File: src/rtl/alu_pkg.sv
// Shared types for the switch-driven ALU and its operand-entry front end.
//   entry_state_t : operand-entry FSM states; the encoding is shown on the step LEDs
//   alu_op_t      : ALU opcode, also used by the ALU decode
package alu_pkg;

  typedef enum logic [1:0] {
    S_A     = 2'd0,
    S_B     = 2'd1,
    S_F     = 2'd2,
    S_ISSUE = 2'd3
  } entry_state_t;

  typedef enum logic [1:0] {
    OP_AND = 2'd0,
    OP_OR  = 2'd1,
    OP_ADD = 2'd2,
    OP_SUB = 2'd3
  } alu_op_t;

endpackage

File: src/rtl/switch_debounce.sv
// Front-panel switch debouncer.
// A raw level change is accepted only after DEBOUNCE consecutive cycles of
// disagreement with the accepted level. A registered one-cycle pulse follows
// every accepted 0->1 change.
// Ports:
//   clk_2      in  system clock
//   reset      in  synchronous, active-high reset
//   raw        in  raw switch level (may bounce)
//   level      out debounced level
//   rise_pulse out one-cycle pulse, one cycle after level rises
module switch_debounce #(
  parameter int DEBOUNCE = 2
) (
  input  logic clk_2,
  input  logic reset,
  input  logic raw,
  output logic level,
  output logic rise_pulse
);

  localparam int CNT_W = $clog2(DEBOUNCE + 1);

  logic [CNT_W-1:0] cnt_q;
  logic             level_q;
  logic             level_prev_q;
  logic             pulse_q;

  always_ff @(posedge clk_2) begin
    if (reset) begin
      cnt_q        <= '0;
      level_q      <= 1'b0;
      level_prev_q <= 1'b0;
      pulse_q      <= 1'b0;
    end else begin
      level_prev_q <= level_q;
      // Pulse lags the level change by one cycle so it is a clean register output.
      pulse_q      <= level_q & ~level_prev_q;
      if (raw != level_q) begin
        if (cnt_q == CNT_W'(DEBOUNCE - 1)) begin
          level_q <= raw;
          cnt_q   <= '0;
        end else begin
          cnt_q <= cnt_q + 1'b1;
        end
      end else begin
        // Any return to agreement restarts the count, so short glitches are dropped.
        cnt_q <= '0;
      end
    end
  end

  assign level      = level_q;
  assign rise_pulse = pulse_q;

endmodule

File: src/rtl/alu_operand_entry.sv
// Operand-entry front end for the switch-driven ALU.
// The user sets data_in and presses enter three times (A, B, opcode); the
// block then holds one command on a valid/ready handshake until the ALU
// accepts it. step shows which field is expected next.
// Ports:
//   clk_2     in  system clock
//   reset     in  synchronous, active-high reset
//   enter_raw in  raw enter switch level
//   data_in   in  value captured at the current step (opcode uses [1:0])
//   cmd_ready in  ALU accepts the command this cycle
//   cmd_valid out command valid
//   cmd_a     out operand A
//   cmd_b     out operand B
//   cmd_f     out opcode (0 AND, 1 OR, 2 ADD, 3 SUB)
//   step      out 0 expect A, 1 expect B, 2 expect F, 3 issuing
module alu_operand_entry
  import alu_pkg::*;
#(
  parameter int NBITS    = 4,
  parameter int DEBOUNCE = 2
) (
  input  logic             clk_2,
  input  logic             reset,
  input  logic             enter_raw,
  input  logic [NBITS-1:0] data_in,
  input  logic             cmd_ready,
  output logic             cmd_valid,
  output logic [NBITS-1:0] cmd_a,
  output logic [NBITS-1:0] cmd_b,
  output logic [1:0]       cmd_f,
  output logic [1:0]       step
);

  logic enter_db;
  logic enter_pulse;

  switch_debounce #(
    .DEBOUNCE(DEBOUNCE)
  ) u_enter_db (
    .clk_2     (clk_2),
    .reset     (reset),
    .raw       (enter_raw),
    .level     (enter_db),
    .rise_pulse(enter_pulse)
  );

  entry_state_t     state_q, state_d;
  logic [NBITS-1:0] a_q;
  logic [NBITS-1:0] b_q;
  alu_op_t          f_q;
  logic             valid_q;

  always_comb begin
    state_d = state_q;
    case (state_q)
      S_A:     if (enter_pulse) state_d = S_B;
      S_B:     if (enter_pulse) state_d = S_F;
      S_F:     if (enter_pulse) state_d = S_ISSUE;
      // valid_q is always set in S_ISSUE, so ready alone completes the transfer.
      S_ISSUE: if (valid_q && cmd_ready) state_d = S_A;
      default: state_d = S_A;
    endcase
  end

  always_ff @(posedge clk_2) begin
    if (reset) begin
      state_q <= S_A;
      a_q     <= '0;
      b_q     <= '0;
      f_q     <= OP_AND;
      valid_q <= 1'b0;
    end else begin
      state_q <= state_d;
      case (state_q)
        S_A: if (enter_pulse) a_q <= data_in;
        S_B: if (enter_pulse) b_q <= data_in;
        S_F: begin
          if (enter_pulse) begin
            f_q     <= alu_op_t'(data_in[1:0]);
            valid_q <= 1'b1;
          end
        end
        // Fields stay frozen while issuing and keep their values afterwards.
        S_ISSUE: if (valid_q && cmd_ready) valid_q <= 1'b0;
        default: valid_q <= 1'b0;
      endcase
    end
  end

  assign cmd_valid = valid_q;
  assign cmd_a     = a_q;
  assign cmd_b     = b_q;
  assign cmd_f     = f_q;
  assign step      = state_q;

endmodule

File: config.mk
export PLATFORM = sky130hd
export DESIGN_NAME = alu_operand_entry
export DESIGN_NICKNAME = d
export VERILOG_FILES = /design/src/rtl/alu_pkg.sv /design/src/rtl/switch_debounce.sv /design/src/rtl/alu_operand_entry.sv
export SDC_FILE = /design/constraint.sdc
export NUM_CORES = 1
export LEC_CHECK = 0
export BUFFER_PORTS_ARGS = -buffer_cell sky130_fd_sc_hd__buf_2
export CORE_MARGIN = 2
export CORE_UTILIZATION = 45
export DETAILED_ROUTE_END_ITERATION = 8
export PLACE_DENSITY = 0.67
export SETUP_SLACK_MARGIN = 0.15
export SYNTH_ARGS = -nofsm -noshare
export SYNTH_HDL_FRONTEND = slang
export SYNTH_SLANG_ARGS = --single-unit
File: constraint.sdc
create_clock -name clk_2 -period 2.1 [get_ports clk_2]
set_input_delay 0.63 -clock clk_2 [delete_from_list [all_inputs] [get_ports clk_2]]
set_output_delay 0.63 -clock clk_2 [all_outputs]
set_load 0.01 [all_outputs]
==> out/qor_table.md <==
| Metric | Reported | Unit |
|:---|:---|:---|
| FF-to-FF Start | step[0]$_SDFFE_PP0P_ | - |
| Number of ports placed on the die boundary | 21 | - |
| Slew at the pin with the worst max-slew slack | 490 | ps |
| Synth async-reset ratio | 0 | % |
| Count of buffers inserted at the top-level ports | 20 | - |
| Crit path buffers/inverters | 1 | - |
| Cell area after placement | 882 | um^2 |
| Top-count cell post-synth | sky130_fd_sc_hd__dfxtp_1 | - |
| Headroom to the max-slew limit | 67.3 | % |
| Number of design rule violations left after detail routing | 0 | - |
| Number of buffers on the longest clock path | 2 | - |
| CTS HTree Levels | 1 | - |
| Class of the tightest hold or removal check | reg2reg | - |
| Number of stages on the worst hold path | 1 | - |
| Root buf cell | sky130_fd_sc_hd__clkbuf_4 | - |
| Number of rows in the core area | 15 | - |
| Total die area | 2080 | um^2 |
| Depth of the worst register-to-register path | 5 | - |
| Total negative slack | 0 | ps |
| Fraction of synthesized cell area taken by the top area cell type | 46.3 | % |
| Final cell area excluding filler cells | 918 | um^2 |
| EDFF count, synth | 0 | - |
| Number of instances in the synthesized netlist | 87 | - |
| Setup Skew | 0.844 | ps |
| Routed WL | 1320 | um |
| RSZ-0062 raised after global routing | no | - |
| Register-to-Register Setup Slack | 600 | ps |
| Tcrit/Tclk final | 72.1 | % |
| Family of cells with the greatest summed delay on the critical path | flip-flops | - |
| Final Critical Period | 1510 | ps |
| Status | completed | - |
| Average instance area after synthesis | 8.95 | um^2 |
| Total track usage | 15.1 | % |
| Number of distinct standard cells referenced by the synthesized netlist | 21 | - |
| Total congestion overflow | 0 | - |
| Num CTS Buffers | 3 | - |
| Floorplan Core Area | 1670 | um^2 |
| Proportion of synthesized chip area in sequential cells | 46.3 | % |
| Post-synth design cell area | 778 | um^2 |
| Placer's final routability congestion estimate | 0.716 | - |
| Startpoint of the lowest-slack hold path | u_enter_db.level_prev_q$_SDFF_PP0_ | - |
| Yosys reg bits | 18 | - |
| Initial Utilization | 46.6 | % |
| Worst setup path startpoint | step[1]$_SDFFE_PP0P_ | - |
| Worst reg2reg path endpoint | step[1]$_SDFFE_PP0P_ | - |
| Post-synthesis share of cell area spent on xor and xnor gates | 1.13 | % |
| Post-synthesis compound-gate area fraction | 11.3 | % |
| First-pass GRT wire length | 2260 | um |
| Leading post-synthesis cells by instance count | sky130_fd_sc_hd__dfxtp_1 (18), sky130_fd_sc_hd__nand2_1 (14), sky130_fd_sc_hd__a21oi_1 (12), sky130_fd_sc_hd__nand3_1 (10), sky130_fd_sc_hd__ha_1 (7) | - |
| Power density of the placed cells | 855 | nW/um^2 |
| Critical path type | reg2out | - |
| Number of gates resized after CTS | 0 | - |
| Worst path depth | 1 | - |
| Max-cap check violation count | 0 | - |
| Cell leakage power | 0.392 | nW |
| Area of the multi-input gates | 385 | um^2 |
| Post-CTS setup buffer count | 0 | - |
| Final Hold Vio Count | 0 | - |
| Worst EP required | 1470 | ps |
| Share of cells above drive strength 1 | 24.1 | % |
| Post-DP HPWL | 1040 | um |
| Cells along the critical path | buf_2 | - |
| Clock tree from TritonCTS | done | - |
| Cell with the largest stage delay on the worst path | sky130_fd_sc_hd__dfxtp_1 | - |
| Multiplexer share of the synthesized area | 3.86 | % |
| Clock insertion delay at the later pin of the skew report | 280 | ps |
| Largest fanout of any net on the critical path | 6 | - |
| Number of DRC markers after the initial detailed-route iteration | 8 | - |
| Largest area contributor in the synthesized netlist | sky130_fd_sc_hd__dfxtp_1 | - |
| Worst setup SP type | register | - |
| Vertical die dimension | 45.6 | um |
| Total of fill cells in the finished design | 156 | - |
| Most area-consuming cells after synthesis | sky130_fd_sc_hd__dfxtp_1 (46%), sky130_fd_sc_hd__ha_1 (11%), sky130_fd_sc_hd__a21oi_1 (7.7%) | - |
| Final antenna diode count | 0 | - |
| Post-layout total power | 0.786 | mW |
| Via count normalized by instance count | 5.00 | - |
| Area share of and/or/nand/nor cells after synthesis | 22.0 | % |
| Met3 routing resource usage after global routing | 5.95 | % |
| VDD IR-drop max | 524 | uV |
| Antenna violations before repair | 0 | - |
| Clock sink total | 18 | - |
| Adder and majority gate portion of the synthesized area | 11.3 | % |
| Met1 Usage GRT | 18.2 | % |
| Clock-pin slew on the worst setup and hold paths | 90 | ps |
| Reg area | 360 | um^2 |
| Final count of pins violating max slew | 0 | - |
| Combinational family with the most area after synthesis | simple AND/OR/NAND/NOR gates | - |
| Net Count, Synth | 102 | - |
| Yosys warns | 0 | - |
| Detailed Routing Iterations Pass 1 | 4 | - |
| Biggest cell delay along the critical path | 430 | ps |
| Final setup violation count | 0 | - |
| Final ANT Viol Nets | 0 | - |
| Die width | 45.6 | um |
| Maximum number of pins on one net before global-route repair | 19 | - |
| Endpoint type of the worst setup path | output port | - |
| Highest attainable clock frequency | 660 | MHz |
| Average wire per cell in the routed design | 10.5 | um |
| Arrival time worst endpoint | 880 | ps |
| Global-route track usage on met2 | 25.1 | % |
| Via count of the first global-routing pass | 556 | - |
| Layout-stage area growth over the synthesis result | 18.0 | % |
| Most used flip-flop cell after synthesis | sky130_fd_sc_hd__dfxtp_1 | - |
| Hold-fix buffer count after cts | 0 | - |
| GRT Max-Usage Layer | met2 | - |
| Count of nets after finishing | 124 | - |
| Worst Hold End | u_enter_db.rise_pulse$_SDFF_PP0_ | - |
| Via Count | 625 | - |
## registers in the layout, indices dropped and copies added, names as in the netlist
signal	count
cmd_f	2
cmd_valid	1
u_enter_db.level	1
step	2
u_enter_db.rise_pulse	1
u_enter_db.level_prev_q	1
u_enter_db.cnt_q	2
cmd_a	4
cmd_b	4
## layout by cell type (no fill, tap or decap)
cell | netlist | routed
sky130_fd_sc_hd__or2_0 | 1 | 1
sky130_fd_sc_hd__buf_2 | 1 | 20
sky130_fd_sc_hd__a21oi_1 | 12 | 12
sky130_fd_sc_hd__mux2i_1 | 3 | 3
sky130_fd_sc_hd__o21bai_1 | 1 | 1
sky130_fd_sc_hd__o21ai_0 | 1 | 1
sky130_fd_sc_hd__clkbuf_8 | 0 | 1
sky130_fd_sc_hd__dfxtp_1 | 18 | 18
sky130_fd_sc_hd__xnor2_1 | 1 | 1
sky130_fd_sc_hd__inv_1 | 4 | 4
sky130_fd_sc_hd__nor3_1 | 1 | 1
sky130_fd_sc_hd__nor2b_2 | 1 | 1
sky130_fd_sc_hd__nand3_1 | 10 | 10
sky130_fd_sc_hd__clkbuf_4 | 0 | 3
sky130_fd_sc_hd__or3_1 | 1 | 1
sky130_fd_sc_hd__nor2b_1 | 2 | 2
sky130_fd_sc_hd__nand2_1 | 14 | 14
sky130_fd_sc_hd__nor2_1 | 3 | 3
sky130_fd_sc_hd__ha_1 | 7 | 7
sky130_fd_sc_hd__nand2b_1 | 3 | 3
sky130_fd_sc_hd__a2bb2oi_2 | 1 | 1
## layer usage
layer	wire length, um	part of all wire, %	vias up
li1	-	-	333
met1	607	46	277
met2	646	49	15
met3	64	4.9	0
met4	0	0	0
met5	0	0	-
## report_power, final
group / total (mW) / switching, mW / internal, mW
clock: 0.204 / 0.0983 / 0.105
combinational: 0.196 / 0.110 / 0.0861
sequential: 0.386 / 0.0233 / 0.363
total: 0.786 / 0.231 / 0.554
## cell type report
cell class | count | area share (%)
inverter | 4 | 1.63
tap | 17 | 2.32
timing repair buffer | 20 | 10.9
clock buffer | 4 | 3.95
sequential | 18 | 39.2
multi-input combinational | 62 | 42.0
## cell families after synthesis
family,count (synthesis)
AND/OR/NAND/NOR,36
flip-flops,18
AO/OA/AOI/OAI,15
buffers and inverters,7
adder cells (fa/ha/maj),7
multiplexers,3
XOR/XNOR,1
## stage by stage
stage          util [%]  hold WS [ps]  setup WS, ps  instances
2_1_floorplan         -           367           671         87
3_3_place_gp       52.8           371           679        121
3_5_place_dp       52.8           386           621        121
4_1_cts            55.0           401           566        125
5_1_grt            55.0           422           450        125
6_report           55.0           395           585        125
## worst max path at each step
stage                                 to  slack, ps
finish                           step[1]        590
global route        step[1]$_SDFFE_PP0P_        450
global placement    step[1]$_SDFFE_PP0P_        680
CTS                              step[1]        570
detailed placement  step[0]$_SDFFE_PP0P_        620
floorplan           step[0]$_SDFFE_PP0P_        670
No activity file was read; power rests on OpenSTA's default activity.
